==> config.mk <==
export PLATFORM = sky130hd
export DESIGN_NAME = uart_tx_feeder
export DESIGN_NICKNAME = d
export VERILOG_FILES = /design/src/rtl/uart_tx_feeder.sv
export SDC_FILE = /design/constraint.sdc
export NUM_CORES = 1
export LEC_CHECK = 0
export BUFFER_PORTS_ARGS = -buffer_cell sky130_fd_sc_hd__buf_2
export CAP_MARGIN = 10
export CORE_MARGIN = 10
export CORE_UTILIZATION = 35
export DETAILED_ROUTE_END_ITERATION = 7
export GPL_TIMING_DRIVEN = 1
export PLACE_DENSITY = 0.47
export SLEW_MARGIN = 25
export SYNTH_ARGS = -nofsm -noshare
export SYNTH_HDL_FRONTEND = slang
export SYNTH_SLANG_ARGS = --single-unit
==> constraint.sdc <==
create_clock -name clk -period 6.53 [get_ports clk]
set_clock_uncertainty 0.05 [all_clocks]
set_input_delay 0.3265 -clock clk [delete_from_list [all_inputs] [get_ports clk]]
set_output_delay 0.3265 -clock clk [all_outputs]
set_load 0.05 [all_outputs]
==> src/rtl/uart_tx_feeder.sv <==
// Byte FIFO feeding a UART transmitter: producer writes land in a circular buffer,
// and a two-state launcher pops one byte per character and waits for the stop-bit tick.
module uart_tx_feeder #(
  parameter int DBIT   = 8,
  parameter int ADDR_W = 4
) (
  input  logic              clk,
  input  logic              reset,
  input  logic              wr_en,
  input  logic [DBIT-1:0]   wr_data,
  output logic              full,
  output logic              empty,
  output logic [ADDR_W:0]   count,
  output logic              overflow,
  output logic              tx_start,
  output logic [DBIT-1:0]   tx_din,
  input  logic              tx_done_tick,
  output logic              busy
);

  localparam int DEPTH = 1 << ADDR_W;
  localparam logic [ADDR_W:0] FULL_COUNT = {1'b1, {ADDR_W{1'b0}}};

  typedef enum logic {IDLE, WAIT} state_t;

  logic [DBIT-1:0]   mem_q [DEPTH];
  logic [ADDR_W-1:0] wr_ptr_q, wr_ptr_d;
  logic [ADDR_W-1:0] rd_ptr_q, rd_ptr_d;
  logic [ADDR_W:0]   count_q, count_d;
  state_t            state_q;
  logic              tx_start_q;
  logic [DBIT-1:0]   tx_din_q;
  logic              overflow_q;
  logic              push, pop;

  assign full     = (count_q == FULL_COUNT);
  assign empty    = (count_q == '0);
  assign count    = count_q;
  assign overflow = overflow_q;
  assign tx_start = tx_start_q;
  assign tx_din   = tx_din_q;
  assign busy     = (state_q == WAIT);

  // Fullness is judged on the registered count, so a pop in the same cycle never rescues a write.
  always_comb begin
    push     = wr_en && !full;
    pop      = (state_q == IDLE) && !empty;
    wr_ptr_d = push ? wr_ptr_q + 1'b1 : wr_ptr_q;
    rd_ptr_d = pop  ? rd_ptr_q + 1'b1 : rd_ptr_q;
    count_d  = count_q;
    case ({push, pop})
      2'b10:   count_d = count_q + 1'b1;
      2'b01:   count_d = count_q - 1'b1;
      default: count_d = count_q;
    endcase
  end

  // Storage is left uncleared on reset; the pointers alone define validity.
  always_ff @(posedge clk) begin
    if (push && !reset) begin
      mem_q[wr_ptr_q] <= wr_data;
    end
  end

  always_ff @(posedge clk) begin
    if (reset) begin
      state_q    <= IDLE;
      wr_ptr_q   <= '0;
      rd_ptr_q   <= '0;
      count_q    <= '0;
      tx_start_q <= 1'b0;
      tx_din_q   <= '0;
      overflow_q <= 1'b0;
    end else begin
      wr_ptr_q   <= wr_ptr_d;
      rd_ptr_q   <= rd_ptr_d;
      count_q    <= count_d;
      overflow_q <= wr_en && full;
      case (state_q)
        IDLE: begin
          if (!empty) begin
            tx_din_q   <= mem_q[rd_ptr_q];
            tx_start_q <= 1'b1;
            state_q    <= WAIT;
          end else begin
            tx_start_q <= 1'b0;
          end
        end
        WAIT: begin
          tx_start_q <= 1'b0;
          if (tx_done_tick) begin
            state_q <= IDLE;
          end
        end
        default: begin
          tx_start_q <= 1'b0;
          state_q    <= IDLE;
        end
      endcase
    end
  end

endmodule

==> impl_metrics.json, run 1 <==
{
  "postCtsSetupBuffers": 0,
  "cts_num_sinks": 152,
  "place_hpwl_um": 8220,
  "worstPathRequired_ns": 6.84,
  "htree_levels": 4,
  "dpl_cell_area_um2": 6520,
  "final-setup-viol-count": 0,
  "crit_fanout": 13,
  "postCtsHoldBufs": 0,
  "yosys_warnings": 0,
  "hold_class": "in -> reg",
  "grt_pass1_vias": 3255,
  "drv_cap": 0,
  "path_class": "reg -> reg",
  "path_clk_slew_ns": 0.06,
  "grt_pass1_wl_um": 19800,
  "ys.flop_type": "edfxtp_1",
  "whs_path_depth": 3,
  "dieWidth_um": 153,
  "globalplace.congestion": 0.779,
  "dp_cells": 585,
  "drt_first_pass_iters": 4,
  "vias_per_cell": 5.07,
  "ys_ff_latch": 152,
  "syn_area_per_cell_um2": 17.8,
  "worstMarginPinSlew_ns": 1.02,
  "synthDistinctLibCells": 42,
  "drtIter0Drc": 222,
  "synthesis.area_um2": 6150,
  "stdcell_area_um2": 7150,
  "worst_setup_path_end_kind": "flop",
  "clk-insertion-delay-late_ns": 0.42,
  "r2r_cells": 12,
  "path_buf_inv": 2,
  "start_kind": "flop",
  "slew_headroom_pct": 32.0,
  "synth_edf_count": 128,
  "critical-path-top-delay-family": "simple AND/OR/NAND/NOR gates",
  "placementRows": 48,
  "cts_resized": 0,
  "ir_drop_uv": 201,
  "die_height_um": 153,
  "finalCritPeriodShare_pct": 48.7,
  "vias": 3128,
  "nets": 399,
  "antenna_found_initial": 0,
  "power.density_nw_per_um2": 413,
  "slew_violations": 0,
  "avgRoutedWirePerCell_um": 21.1,
  "tns_ns": 0,
  "cp_cell_sequence": "or4_4 > nor2_4 > or2_4 > inv_4 > ha_1 > xor2_1 > ha_1 > inv_1 > o32ai_1 > a211o_1 > or4_1 > nand4_1",
  "port_buffers": 29,
  "synth_cells": 345,
  "clock.fmax_mhz": 314,
  "initial_core_util_pct": 35.7,
  "rsz0062_at_grt": "false",
  "grt_overflow": 0,
  "slowest_stage": "or4_4",
  "power.leakage_nw": 2.34,
  "wirelength_um": 13000,
  "critPathMaxStageDelay_ns": 0.58,
  "drive_gt1_share_pct": 29.1,
  "hold_viol_final": 0,
  "seq_area_frac_synth_pct": 70.3,
  "diodes": 0,
  "grt_util_all_layers_pct": 11.3,
  "final_cells": 617,
  "drc": 0,
  "grt_max_degree": 35,
  "ys_async_sr_fraction_pct": 0,
  "dieArea_um2": 23300,
  "syn2layout_area_growth_pct": 16.3,
  "core_area_um2": 17200,
  "clockRootBuffer": "clkbuf_16",
  "path_depth": 12,
  "arrival_ns": 3.49,
  "critPathMostFrequentCell": "ha_1",
  "antenna_left": 0,
  "status": "finished, final reports clean",
  "cts_tree": "built",
  "period_needed_ns": 3.18,
  "clock_path_buffers": 2,
  "cts_made_buffers": 17,
  "syn_nets": 365,
  "pin_count": 30
}
[sequential cells by signal, indices dropped and copies added, names as in the netlist]
| name | cells |
|---|---|
| count | 5 |
| tx_din | 8 |
| tx_start | 1 |
| wr_ptr_q | 4 |
| mem_q | 128 |
| rd_ptr_q | 4 |
| busy | 1 |
| overflow | 1 |
[layout make-up]
| class | count | area, µm² |
|---|---|---|
| tap | 225 | 282 |
| inverter | 8 | 32.5 |
| fill | 1543 | 10100 |
| clock inverter | 15 | 206 |
| clock buffer | 17 | 425 |
| timing repair buffer | 36 | 198 |
| multi-input combinational | 164 | 1680 |
| sequential | 152 | 4330 |
[metrics by stage]
step | utilization, % | hold WS (ns) | worst slack, ns | power [mW]
final | 41.5 | 0.135 | 3.35 | 2.95
after global routing | 41.5 | 0.128 | 3.19 | 3.08
after CTS | 41.5 | 0.126 | 3.37 | 2.99
after detailed placement | 37.8 | 0.443 | 3.39 | 1.94
after global placement | 37.8 | 0.453 | 3.44 | 1.93
after floorplan | - | 0.375 | 3.04 | 1.77
[path summary, 6_finish.rpt]
check,startpoint,end,slack (ns)
worst max register to register,count[0]$_SDFFE_PP0P_,count[4]$_SDFFE_PP0P_,3.35
worst min register to register,tx_din[6]$_SDFFE_PP0N_,tx_din[6]$_SDFFE_PP0N_,0.47
worst max-delay path,count[0]$_SDFFE_PP0P_,count[4]$_SDFFE_PP0P_,3.35
worst min-delay path,tx_done_tick,busy$_SDFF_PP0_,0.14
[worst min-delay path: stages]
cell      delay, ns
buf_2          0.08
nand2b_1       0.09
a21oi_1        0.06
[synth_stat cells (2+ instances only)]
cell | number | share of area [%]
buf_4 | 2 | 0.24
buf_1 | 3 | 0.18
ha_1 | 8 | 1.6
nor2_1 | 26 | 1.6
nand3_1 | 11 | 0.90
a21oi_1 | 5 | 0.41
and3_1 | 2 | 0.20
o221ai_2 | 8 | 2.0
inv_1 | 7 | 0.43
mux2i_1 | 17 | 2.8
edfxtp_1 | 128 | 63
dfxtp_1 | 24 | 7.8
nand2b_1 | 4 | 0.41
buf_2 | 6 | 0.49
o21ai_0 | 3 | 0.24
nand4_1 | 2 | 0.20
xor2_1 | 6 | 0.85
clkbuf_1 | 8 | 0.49
xnor2_1 | 3 | 0.43
mux4_2 | 32 | 12
a31oi_1 | 2 | 0.20
nand2_1 | 13 | 0.79
nor3_1 | 5 | 0.41
nor4_1 | 2 | 0.20
[where the power goes]
part	switching [mW]	total (mW)	internal, mW
clock network	0.383	1.05	0.672
logic	0.436	0.704	0.269
registers	0.0834	1.20	1.11
[metal layers]
metal  track usage [%]  share of wire, %  up-vias
met1              14.1                44     1612
met4              3.54               1.2        0
met2              18.5                50       78
met3              3.05               4.7       13
li1                  -                 -     1425
met5                 0                 0        -
[cells by family (layout without fill, tap and decap cells)]
kind of cell	count (synthesis)	after routing	synth area share, %
adders and majority gates	8	8	1.63
DFF	152	152	70.3
and+or+nand+nor	75	75	6.35
buffers and inverters	29	76	2.36
muxes	49	49	14.5
AOI/OAI and AO/OA	23	23	3.58
xor gates and xnor gates	9	9	1.28
[placed cells by master, fill, tap and decap left out, types with 3 or more instances in the layout]
cell and instances:
clkinvlp_4 3, xor2_1 6, inv_1 7, clkinv_1 4, mux4_2 32, ha_1 8, buf_4 7, o221ai_2 8
xnor2_1 3, edfxtp_1 128, nand2_1 13, o21ai_0 3, nand2b_1 4, buf_2 29, a21oi_1 5, clkbuf_16 17
dfxtp_1 23, nor3_1 5, nand3_1 11, mux2i_1 17, bufinv_16 5, nor2_1 25
Power figures use the tool's default switching activity.
==> run 2: changes to the inputs <==
--- a/config.mk
+++ b/config.mk
@@ -11,7 +11,7 @@
 export CORE_UTILIZATION = 35
 export DETAILED_ROUTE_END_ITERATION = 7
 export GPL_TIMING_DRIVEN = 1
-export PLACE_DENSITY = 0.47
+export PLACE_DENSITY = 0.49
 export SLEW_MARGIN = 25
 export SYNTH_ARGS = -nofsm -noshare
 export SYNTH_HDL_FRONTEND = slang
==> constraint.sdc (replaced) <==
create_clock -name clk -period 2.9 [get_ports clk]
set_clock_uncertainty 0.05 [all_clocks]
set_input_delay 0.145 -clock clk [delete_from_list [all_inputs] [get_ports clk]]
set_output_delay 0.145 -clock clk [all_outputs]
set_load 0.05 [all_outputs]
==> impl_metrics.json, run 2 (synthesis results as in run 1) <==
{
  "status": "finished, final reports clean",
  "grt_max_degree": 28,
  "antenna_found_initial": 0,
  "power.leakage_nw": 2.42,
  "dieWidth_um": 153,
  "worstPathRequired_ns": 3.21,
  "slew_violations": 0,
  "vias_per_cell": 5.00,
  "ff_latch_area_um2": 4330,
  "core_area_um2": 17200,
  "final-setup-viol-count": 0,
  "path_clk_slew_ns": 0.06,
  "cts_made_buffers": 17,
  "worst_setup_path_end_kind": "flop",
  "pin_count": 30,
  "drtIter0Drc": 263,
  "crit_fanout": 8,
  "clk-insertion-delay-late_ns": 0.42,
  "rsz0062_at_grt": "false",
  "antenna_left": 0,
  "stdcell_area_um2": 7300,
  "hold_viol_final": 0,
  "worstMarginPinSlew_ns": 0.630,
  "finalCritPeriodShare_pct": 95.0,
  "cts_tree": "built",
  "globalplace.congestion": 0.780,
  "ir_drop_uv": 510,
  "drive_gt1_share_pct": 33.3,
  "wirelength_um": 12800,
  "start_kind": "flop",
  "postCtsSetupBuffers": 0,
  "port_buffers": 29,
  "nets": 415,
  "vias": 3152,
  "path_class": "reg -> reg",
  "r2r-start": "count[0]$_SDFFE_PP0P_",
  "clock.fmax_mhz": 363,
  "place_hpwl_um": 8080,
  "initial_core_util_pct": 35.7,
  "drv_cap": 0,
  "total_power_mw": 6.61,
  "grt_overflow": 0,
  "power.density_nw_per_um2": 907,
  "crit_path_start": "count[0]$_SDFFE_PP0P_",
  "dieArea_um2": 23300,
  "grt_pass1_vias": 3379,
  "grt_util_all_layers_pct": 11.4,
  "mostFrequentLayoutCells": "edfxtp_1 (128), mux4_2 (32), buf_2 (29)",
  "clockRootBuffer": "clkbuf_16",
  "drc": 0,
  "largest_register_ffs": 128,
  "period_needed_ns": 2.75,
  "diodes": 0,
  "die_height_um": 153,
  "avgRoutedWirePerCell_um": 20.3,
  "slew_headroom_pct": 58.0,
  "placementRows": 48,
  "drt_first_pass_iters": 4,
  "syn2layout_area_growth_pct": 18.6,
  "cts_resized": 0,
  "arrival_ns": 3.07,
  "final_common_cell": "edfxtp_1",
  "multi_input_area_um2": 1700,
  "regMostFlops": "mem_q",
  "dpl_cell_area_um2": 6680,
  "htree_levels": 4,
  "cts_num_sinks": 152,
  "min-delay-start": "reset",
  "fillers": 1544,
  "tns_ns": 0,
  "grt_pass1_wl_um": 20000,
  "clock_path_buffers": 2,
  "hold_class": "in -> reg"
}
[run 2: changes by cell type in the layout (fill, tap and decap cells not counted), sizes merged]
cell | before | now
buf | 36 | 50
bufinv | 5 | 3
clkinv | 6 | 5
clkinvlp | 3 | 2
dlygate4sd3 | 0 | 2
inv | 9 | 11
[run 2: repair_timing]
item	CTS	global route
endpoints found under the setup margin	0	0
hold endpoints to repair	2	0
hold buffers	2	0
[run 2: routing by layer]
| layer | routed length (µm) | up-vias | track usage [%] |
|---|---|---|---|
| li1 | - | 1464 | - |
| met1 | 5870 | 1618 | 14.0 |
| met2 | 6290 | 56 | 18.6 |
| met3 | 491 | 14 | 3.70 |
| met4 | 150 | 0 | 3.41 |
| met5 | 0 | - | 0 |
[run 2: cell type report]
type	instances	share of cell area [%]
clock buffers	17	5.83
clock inverters	13	2.37
inverters	8	0.480
multi-input cells	164	23.3
flip-flops and latches	152	59.4
well taps	225	3.86
repair buffers	52	4.77
[run 2: through the flow]
stage / cells / hold WS, ns / util (%) / setup WS [ns]
2_1_floorplan: 345 / 0.194 / - / -0.326
3_3_place_gp: 599 / 0.359 / 38.7 / 0.189
3_5_place_dp: 599 / 0.365 / 38.7 / 0.151
4_1_cts: 631 / 0.0490 / 42.3 / 0.137
5_1_grt: 631 / 0.0479 / 42.3 / 0.0172
6_report: 631 / 0.0511 / 42.3 / 0.145
[run 2: path summary, 6_finish.rpt]
kind | endpoint | slack, ns | depth (start not counted)
min | tx_start$_SDFF_PP0_ | 0.05 | 2
min reg2reg | tx_din[7]$_SDFFE_PP0N_ | 0.46 | 2
max | count[4]$_SDFFE_PP0P_ | 0.15 | 12
max reg2reg | count[4]$_SDFFE_PP0P_ | 0.15 | 12
[run 2: worst max-delay path, cell delays in order (launching register included)]
cell,delay [ns]
dfxtp_2,0.36
or4_4,0.56
nor2_4,0.12
or2_4,0.15
inv_6,0.05
ha_4,0.18
xor2_1,0.14
ha_2,0.18
inv_2,0.05
o32ai_1,0.07
a211o_1,0.27
or4_1,0.39
nand4_1,0.10
[run 2: power by group]
part / switching (mW) / internal [mW]
clock network: 0.880 / 1.36
logic: 1.05 / 0.674
registers: 0.146 / 2.51
total: 2.08 / 4.54
